[src/rtl/vga_reg_bank_pkg.sv]
// Shared constants and helpers for the VGA register-bank text overlay.
//   - 3-bit RGB colour codes used by the text/font stage
//   - hex_digits(): number of hex characters needed for a w-bit value
//   - idx_bits():   index width for an n-entry table (minimum 1 bit)
package vga_reg_bank_pkg;

  localparam logic [2:0] BLACK   = 3'b000;
  localparam logic [2:0] BLUE    = 3'b001;
  localparam logic [2:0] GREEN   = 3'b010;
  localparam logic [2:0] CYAN    = 3'b011;
  localparam logic [2:0] RED     = 3'b100;
  localparam logic [2:0] MAGENTA = 3'b101;
  localparam logic [2:0] YELLOW  = 3'b110;
  localparam logic [2:0] WHITE   = 3'b111;

  localparam int unsigned FONT_WIDTH = 8;
  // Hold counters are a fixed 8 bits wide.
  localparam int unsigned CNT_W      = 8;

  function automatic int unsigned hex_digits(input int unsigned w);
    return (w + 3) / 4;
  endfunction

  function automatic int unsigned idx_bits(input int unsigned n);
    int unsigned b;
    b = 1;
    while ((1 << b) < n) b++;
    return b;
  endfunction

endpackage

[src/rtl/reg_change_tracker.sv]
// Per-register frame snapshot plus change-highlight hold counter.
//   px_clk, rst  : pixel clock, synchronous active-high reset
//   frame_tick   : one-cycle end-of-frame pulse; snapshot and counter update here
//   din          : live register value
//   snapshot     : value latched at the last frame_tick
//   hilite       : 1 while the hold counter is non-zero
module reg_change_tracker
  import vga_reg_bank_pkg::*;
#(
  parameter int unsigned WIDTH       = 8,
  parameter int unsigned HOLD_FRAMES = 60
) (
  input  logic             px_clk,
  input  logic             rst,
  input  logic             frame_tick,
  input  logic [WIDTH-1:0] din,
  output logic [WIDTH-1:0] snapshot,
  output logic             hilite
);

  logic [CNT_W-1:0] cnt;
  logic [CNT_W-1:0] cnt_next;

  // Reload on change beats decrement; the counter saturates at zero.
  always_comb begin
    cnt_next = cnt;
    if (frame_tick) begin
      if ((HOLD_FRAMES != 0) && (din != snapshot)) begin
        cnt_next = CNT_W'(HOLD_FRAMES);
      end else if (cnt != '0) begin
        cnt_next = cnt - CNT_W'(1);
      end
    end
  end

  // hilite is registered from cnt_next so it always equals (cnt != 0).
  always_ff @(posedge px_clk) begin
    if (rst) begin
      snapshot <= '0;
      cnt      <= '0;
      hilite   <= 1'b0;
    end else begin
      if (frame_tick) snapshot <= din;
      cnt    <= cnt_next;
      hilite <= (cnt_next != '0);
    end
  end

endmodule

[src/rtl/vga_reg_bank.sv]
// Displays NUM_REGS registers as hex text, one register per text row,
// with change highlighting. Outputs follow the OR-bus convention (all
// zero outside the region) and lag x/y by two px_clk cycles.
//   px_clk, rst      : pixel clock, synchronous active-high reset
//   x, y             : current pixel coordinates
//   en               : block enable
//   frame_tick       : end-of-frame pulse; registers are sampled here
//   din              : flattened registers, reg i = din[i*WIDTH +: WIDTH]
//   dout, h2a        : {4'b0, nibble} and its valid flag for hex2asc
//   color, zoom      : digit colour and zoom exponent
module vga_reg_bank
  import vga_reg_bank_pkg::*;
#(
  parameter int unsigned NUM_REGS    = 4,
  parameter int unsigned WIDTH       = 8,
  parameter int unsigned line        = 0,
  parameter int unsigned col         = 0,
  parameter int unsigned pzoom       = 0,
  parameter logic [2:0]  pcolor      = YELLOW,
  parameter logic [2:0]  HI_COLOR    = RED,
  parameter int unsigned HOLD_FRAMES = 60
) (
  input  logic                      px_clk,
  input  logic                      rst,
  input  logic [9:0]                x,
  input  logic [9:0]                y,
  input  logic                      en,
  input  logic                      frame_tick,
  input  logic [NUM_REGS*WIDTH-1:0] din,
  output logic [7:0]                dout,
  output logic                      h2a,
  output logic [2:0]                color,
  output logic [1:0]                zoom
);

  localparam int unsigned DIGITS = hex_digits(WIDTH);
  localparam int unsigned PADW   = DIGITS * 4;
  localparam int unsigned RW     = idx_bits(NUM_REGS);
  localparam int unsigned DW     = idx_bits(DIGITS);
  // Tables are padded to a power of two so every index value is in range.
  localparam int unsigned NR_P   = 1 << RW;
  localparam int unsigned DG_P   = 1 << DW;
  localparam int unsigned SHIFT  = 3 + pzoom;

  logic [3:0]      nib [NR_P][DG_P];
  logic [NR_P-1:0] hilite;

  // One tracker per register; unused table slots read zero.
  for (genvar i = 0; i < NR_P; i++) begin : g_reg
    if (i < NUM_REGS) begin : g_live
      logic [WIDTH-1:0] snap;
      logic [PADW-1:0]  pad;
      logic             hl;

      reg_change_tracker #(
        .WIDTH       (WIDTH),
        .HOLD_FRAMES (HOLD_FRAMES)
      ) u_trk (
        .px_clk     (px_clk),
        .rst        (rst),
        .frame_tick (frame_tick),
        .din        (din[i*WIDTH +: WIDTH]),
        .snapshot   (snap),
        .hilite     (hl)
      );

      // Missing high bits of the top digit read as zero.
      assign pad       = PADW'(snap);
      assign hilite[i] = hl;
      for (genvar j = 0; j < DG_P; j++) begin : g_dig
        if (j < DIGITS) begin : g_used
          assign nib[i][j] = pad[4*j +: 4];
        end else begin : g_unused
          assign nib[i][j] = 4'h0;
        end
      end
    end else begin : g_pad
      assign hilite[i] = 1'b0;
      for (genvar j = 0; j < DG_P; j++) begin : g_dig
        assign nib[i][j] = 4'h0;
      end
    end
  end

  // Region decode in character-cell coordinates.
  logic [9:0] cx, cy, rel_x, rel_y;
  logic       active_c;

  always_comb begin
    cx       = x >> SHIFT;
    cy       = y >> SHIFT;
    rel_x    = cx - 10'(col);
    rel_y    = cy - 10'(line);
    active_c = en
             && (cy >= 10'(line)) && (rel_y < 10'(NUM_REGS))
             && (cx >= 10'(col))  && (rel_x < 10'(DIGITS));
  end

  // Stage A: cell position; leftmost cell is the most significant digit.
  logic          act_a;
  logic [RW-1:0] r_a;
  logic [DW-1:0] d_a;

  always_ff @(posedge px_clk) begin
    if (rst) begin
      act_a <= 1'b0;
      r_a   <= '0;
      d_a   <= '0;
    end else begin
      act_a <= active_c;
      r_a   <= RW'(rel_y);
      d_a   <= DW'(DIGITS - 1) - DW'(rel_x);
    end
  end

  // Stage B: nibble lookup and colour; all-zero when inactive.
  always_ff @(posedge px_clk) begin
    if (rst) begin
      dout  <= '0;
      h2a   <= 1'b0;
      color <= '0;
      zoom  <= '0;
    end else if (act_a) begin
      dout  <= {4'b0, nib[r_a][d_a]};
      h2a   <= 1'b1;
      color <= hilite[r_a] ? HI_COLOR : pcolor;
      zoom  <= 2'(pzoom);
    end else begin
      dout  <= '0;
      h2a   <= 1'b0;
      color <= '0;
      zoom  <= '0;
    end
  end

endmodule
[config.mk]
export PLATFORM = sky130hd
export DESIGN_NAME = vga_reg_bank
export DESIGN_NICKNAME = d
export VERILOG_FILES = /design/src/rtl/vga_reg_bank_pkg.sv /design/src/rtl/reg_change_tracker.sv /design/src/rtl/vga_reg_bank.sv
export SDC_FILE = /design/constraint.sdc
export NUM_CORES = 1
export LEC_CHECK = 0
export BUFFER_PORTS_ARGS = -buffer_cell sky130_fd_sc_hd__buf_2
export CORE_UTILIZATION = 23
export DETAILED_ROUTE_END_ITERATION = 12
export PLACE_DENSITY = 0.45
export SYNTH_ARGS = -nofsm -noshare
export SYNTH_HDL_FRONTEND = slang
export SYNTH_SLANG_ARGS = --single-unit
[constraint.sdc]
create_clock -name px_clk -period 5.8 [get_ports px_clk]
set_input_delay 0.87 -clock px_clk [delete_from_list [all_inputs] [get_ports px_clk]]
set_output_delay 0.87 -clock px_clk [all_outputs]
set_load 0.05 [all_outputs]
==> summary.txt <==
Clock network
  – Number of buffers created by CTS: 9
  – Setup bufs post-CTS: 0
  – Clk root buf: clkbuf_16
  – H-Tree Depth: 3
  – Clock Sinks: 79
  – Clk pin slew, worst setup/hold paths: 60 ps
  – Clock Latency Late Sink: 340 ps
  – # hold bufs at CTS: 0
  – Post-CTS Resized: 0
  – Clk buf depth: 2
  – TritonCTS clock tree: built

Timing
  – Hold slack: 499 ps
  – Final Max Tran Viols: 0
  – Setup WS post-layout: 2820 ps
  – Worst Max-Slew Pin Slew: 826 ps
  – Final Hold Vio Count: 0
  – Minimum clock period: 2980 ps
  – Rel. slew slack: 0.449
  – Fin crit share: 0.514
  – FMAX: 335 MHz
  – Unrepaired setup endpoints after global routing: false
  – Fin Clk Skew: 5.82 ps
  – Setup TNS: 0 ps
  – Final setup vio count: 0

Final layout
  – Antenna diode count: 0
  – Sequential Area: 0.00158 sq mm
  – Layout cells sized above 1: 0.183
  – FILL cells: 1,926
  – Post-route cell area: 0.00509 sq mm
  – Area growth, synth to finish: 16.8%
  – Area taken by multi-input logic gates: 0.00258 sq mm
  – Post-Layout Cell Count: 760
  – Fin util: 0.278
  – Nets: 590

Yosys
  – Post-Synth Adder-Cell Area: 0.0230
  – Xor and xnor area share after synthesis: 0.0744
  – Async SR Flop Fraction: 0
  – Synth Area in Compound Gates: 0.125
  – Mapped Area: 0.00435 sq mm
  – Yosys warns: 0
  – Main combinational cell family by area after synthesis: simple AND/OR/NAND/NOR gates
  – Post-Synth Simple-Gate Area: 0.225
  – Mux cell area share after synthesis: 0.139
  – Sequential-to-total area share from yosys stat: 0.363
  – Synth cell types: 62
  – Mapped Cells: 484
  – Post-synth EDFFs: 0
  – Syn Area/Cell: 9.00 sq um
  – Top_reg_cell synth: dfxtp_1
  – Synthesized flop and latch total: 79

Route
  – Vias/cell: 4.78
  – Initial drt markers: 176
  – Routed wire length: 10.9 mm
  – Via count: 3,633
  – Drt drc: 0
  – Final ANT Viol Nets: 0
  – Average wire per standard cell: 14.3 um
  – First-pass detailed-route iteration total: 4

Placement
  – Cells after DPL: 744
  – RePlAce Congestion: 0.829
  – Dpl ws: 2430 ps
  – # port buffers: 56
  – Dpl hpwl: 7.94 mm
  – Post-DP Area: 0.00479 sq mm

Power
  – Leak pwr: 1.99 nW
  – Power Total: 1.36 mW
  – Pwr dens: 267 mW/mm^2
  – Max VDD drop: 157 uV

Setup path
  – Crit path kind: input pin to flip-flop
  – CP required: 5970 ps
  – Worst-path fanout max: 40
  – CP startpoint: frame_tick
  – Reg2Reg Launch Point: g_reg[2].g_live.u_trk.cnt[0]$_SDFF_PP0_
  – Nature of the critical path startpoint: input pin
  – CP arrival: 3150 ps
  – Reg2Reg Depth: 7
  – CP endpoint kind: flip-flop
  – FF-to-FF End: g_reg[2].g_live.u_trk.hilite$_SDFF_PP0_
  – Setup slack, reg-to-reg: 3470 ps
  – CP endpoint: g_reg[3].g_live.u_trk.hilite$_SDFF_PP0_

Floorplan
  – Die width: 140 um
  – # rows: 49
  – IO Count: 70
  – Die height: 140 um
  – DIE AREA: 0.0195 sq mm
  – Core area: 0.0183 sq mm
  – Starting Density: 0.238

GRT
  – First-pass GRT wire length: 17.7 mm
  – Initial antenna violation count: 0
  – GRT Resource Usage Total: 0.116
  – Vias in the first global route: 3,485
  – Largest net degree at the start of global routing: 74
  – GRT overflow: 0

Job
  – Max_cap viols: 0

Worst hold path
  – Type of the tightest min-delay check: flip-flop to flip-flop

Status
  – Status: finished clean
-- synth_stat cells (3+ instances only) --
| cell type | n | area (sq um) |
|---|---|---|
| inv_1 | 13 | 48.8 |
| a221oi_1 | 4 | 35.0 |
| nor3_1 | 15 | 75.1 |
| o21a_1 | 3 | 22.5 |
| or2_2 | 4 | 25.0 |
| or4_1 | 10 | 75.1 |
| buf_1 | 3 | 11.3 |
| nand2b_1 | 4 | 25.0 |
| nand3_1 | 4 | 20.0 |
| mux4_2 | 9 | 203 |
| nor2b_1 | 3 | 18.8 |
| o21bai_1 | 4 | 30.0 |
| nand2_1 | 25 | 93.8 |
| ha_1 | 8 | 100 |
| nor3b_1 | 5 | 37.5 |
| dfxtp_1 | 79 | 1580 |
| or3_1 | 5 | 31.3 |
| a31oi_1 | 3 | 18.8 |
| o31ai_1 | 6 | 45.0 |
| o21ai_1 | 9 | 45.0 |
| nor4_1 | 14 | 87.6 |
| or4_4 | 3 | 33.8 |
| buf_4 | 7 | 52.6 |
| nand4_1 | 8 | 50.1 |
| mux2i_1 | 40 | 400 |
| nand3b_1 | 3 | 22.5 |
| clkbuf_1 | 19 | 71.3 |
| o21ai_0 | 6 | 30.0 |
| a41oi_1 | 4 | 35.0 |
| a21oi_1 | 29 | 145 |
| nor2_1 | 61 | 229 |
| xnor2_1 | 35 | 307 |
-- sequential cells by signal, summed over array words and instances, names as in the netlist --
register / count
r_a: 2
h2a: 1
d_a: 1
act_a: 1
color: 2
g.g_live.u_trk.hilite: 4
dout: 4
g.g_live.u_trk.snapshot: 32
g.g_live.u_trk.cnt: 32
-- placed cells by master (no fill, tap or decap), types with 9 or more instances in the layout --
| master | synthesis | final |
|---|---|---|
| xnor2_1 | 35 | 35 |
| mux4_2 | 9 | 9 |
| inv_1 | 13 | 13 |
| nand2_1 | 25 | 25 |
| nor4_1 | 14 | 14 |
| nor3_1 | 15 | 15 |
| or4_1 | 10 | 10 |
| dfxtp_1 | 79 | 79 |
| clkbuf_16 | 0 | 9 |
| buf_2 | 2 | 56 |
| nor2_1 | 61 | 61 |
| o21ai_1 | 9 | 9 |
| mux2i_1 | 40 | 40 |
| a21oi_1 | 29 | 29 |
-- cell type report --
type,count,share of cell area
tap,229,0.0563
inverter,13,0.00959
timing repair buffer,58,0.0581
sequential,79,0.311
multi-input combinational,365,0.507
clock buffer,13,0.0551
clock inverter,3,0.00295
-- cells by family after synthesis --
kind of cell             after synthesis
AO/OA/AOI/OAI                         82
XOR/XNOR                              37
adder cells (fa/ha/maj)                8
buffers and inverters                 46
flip-flops                            79
multiplexers                          49
other                                  1
AND/OR/NAND/NOR                      182
-- report_power, final --
part	internal [mW]	leakage, nW	switching [mW]
Combinational	0.0926	1.19	0.109
Sequential	0.570	0.651	0.0325
Clock	0.334	0.151	0.220
-- worst min path at each step --
| stage | from | endpoint | slack [ps] | depth (start not counted) |
|---|---|---|---|---|
| 3_5_place_dp | g_reg[2].g_live.u_trk.cnt[1]$_SDFF_PP0_ | g_reg[2].g_live.u_trk.cnt[1]$_SDFF_PP0_ | 480 | 2 |
| 2_1_floorplan | g_reg[2].g_live.u_trk.cnt[1]$_SDFF_PP0_ | g_reg[2].g_live.u_trk.cnt[1]$_SDFF_PP0_ | 460 | 2 |
| 5_1_grt | g_reg[2].g_live.u_trk.cnt[1]$_SDFF_PP0_ | g_reg[2].g_live.u_trk.cnt[1]$_SDFF_PP0_ | 520 | 2 |
| 6_report | g_reg[2].g_live.u_trk.cnt[1]$_SDFF_PP0_ | g_reg[2].g_live.u_trk.cnt[1]$_SDFF_PP0_ | 500 | 2 |
| 3_3_place_gp | g_reg[2].g_live.u_trk.cnt[1]$_SDFF_PP0_ | g_reg[2].g_live.u_trk.cnt[1]$_SDFF_PP0_ | 480 | 2 |
| 4_1_cts | g_reg[2].g_live.u_trk.cnt[1]$_SDFF_PP0_ | g_reg[2].g_live.u_trk.cnt[1]$_SDFF_PP0_ | 490 | 2 |
-- worst max-delay path, cell delays in order --
cell	delay, ps
buf_2	630
inv_1	570
or4_1	640
mux2i_1	150
o32a_1	170
a41oi_1	120
-- per-layer routing --
metal / vias to the layer above / wire (um) / global-route usage
li1: 1829 / - / -
met1: 1721 / 5160 / 0.144
met2: 71 / 5120 / 0.193
met3: 12 / 395 / 0.0241
met4: 0 / 204 / 0.0509
met5: - / 0 / 0
No activity file was read; power rests on OpenSTA's default activity.
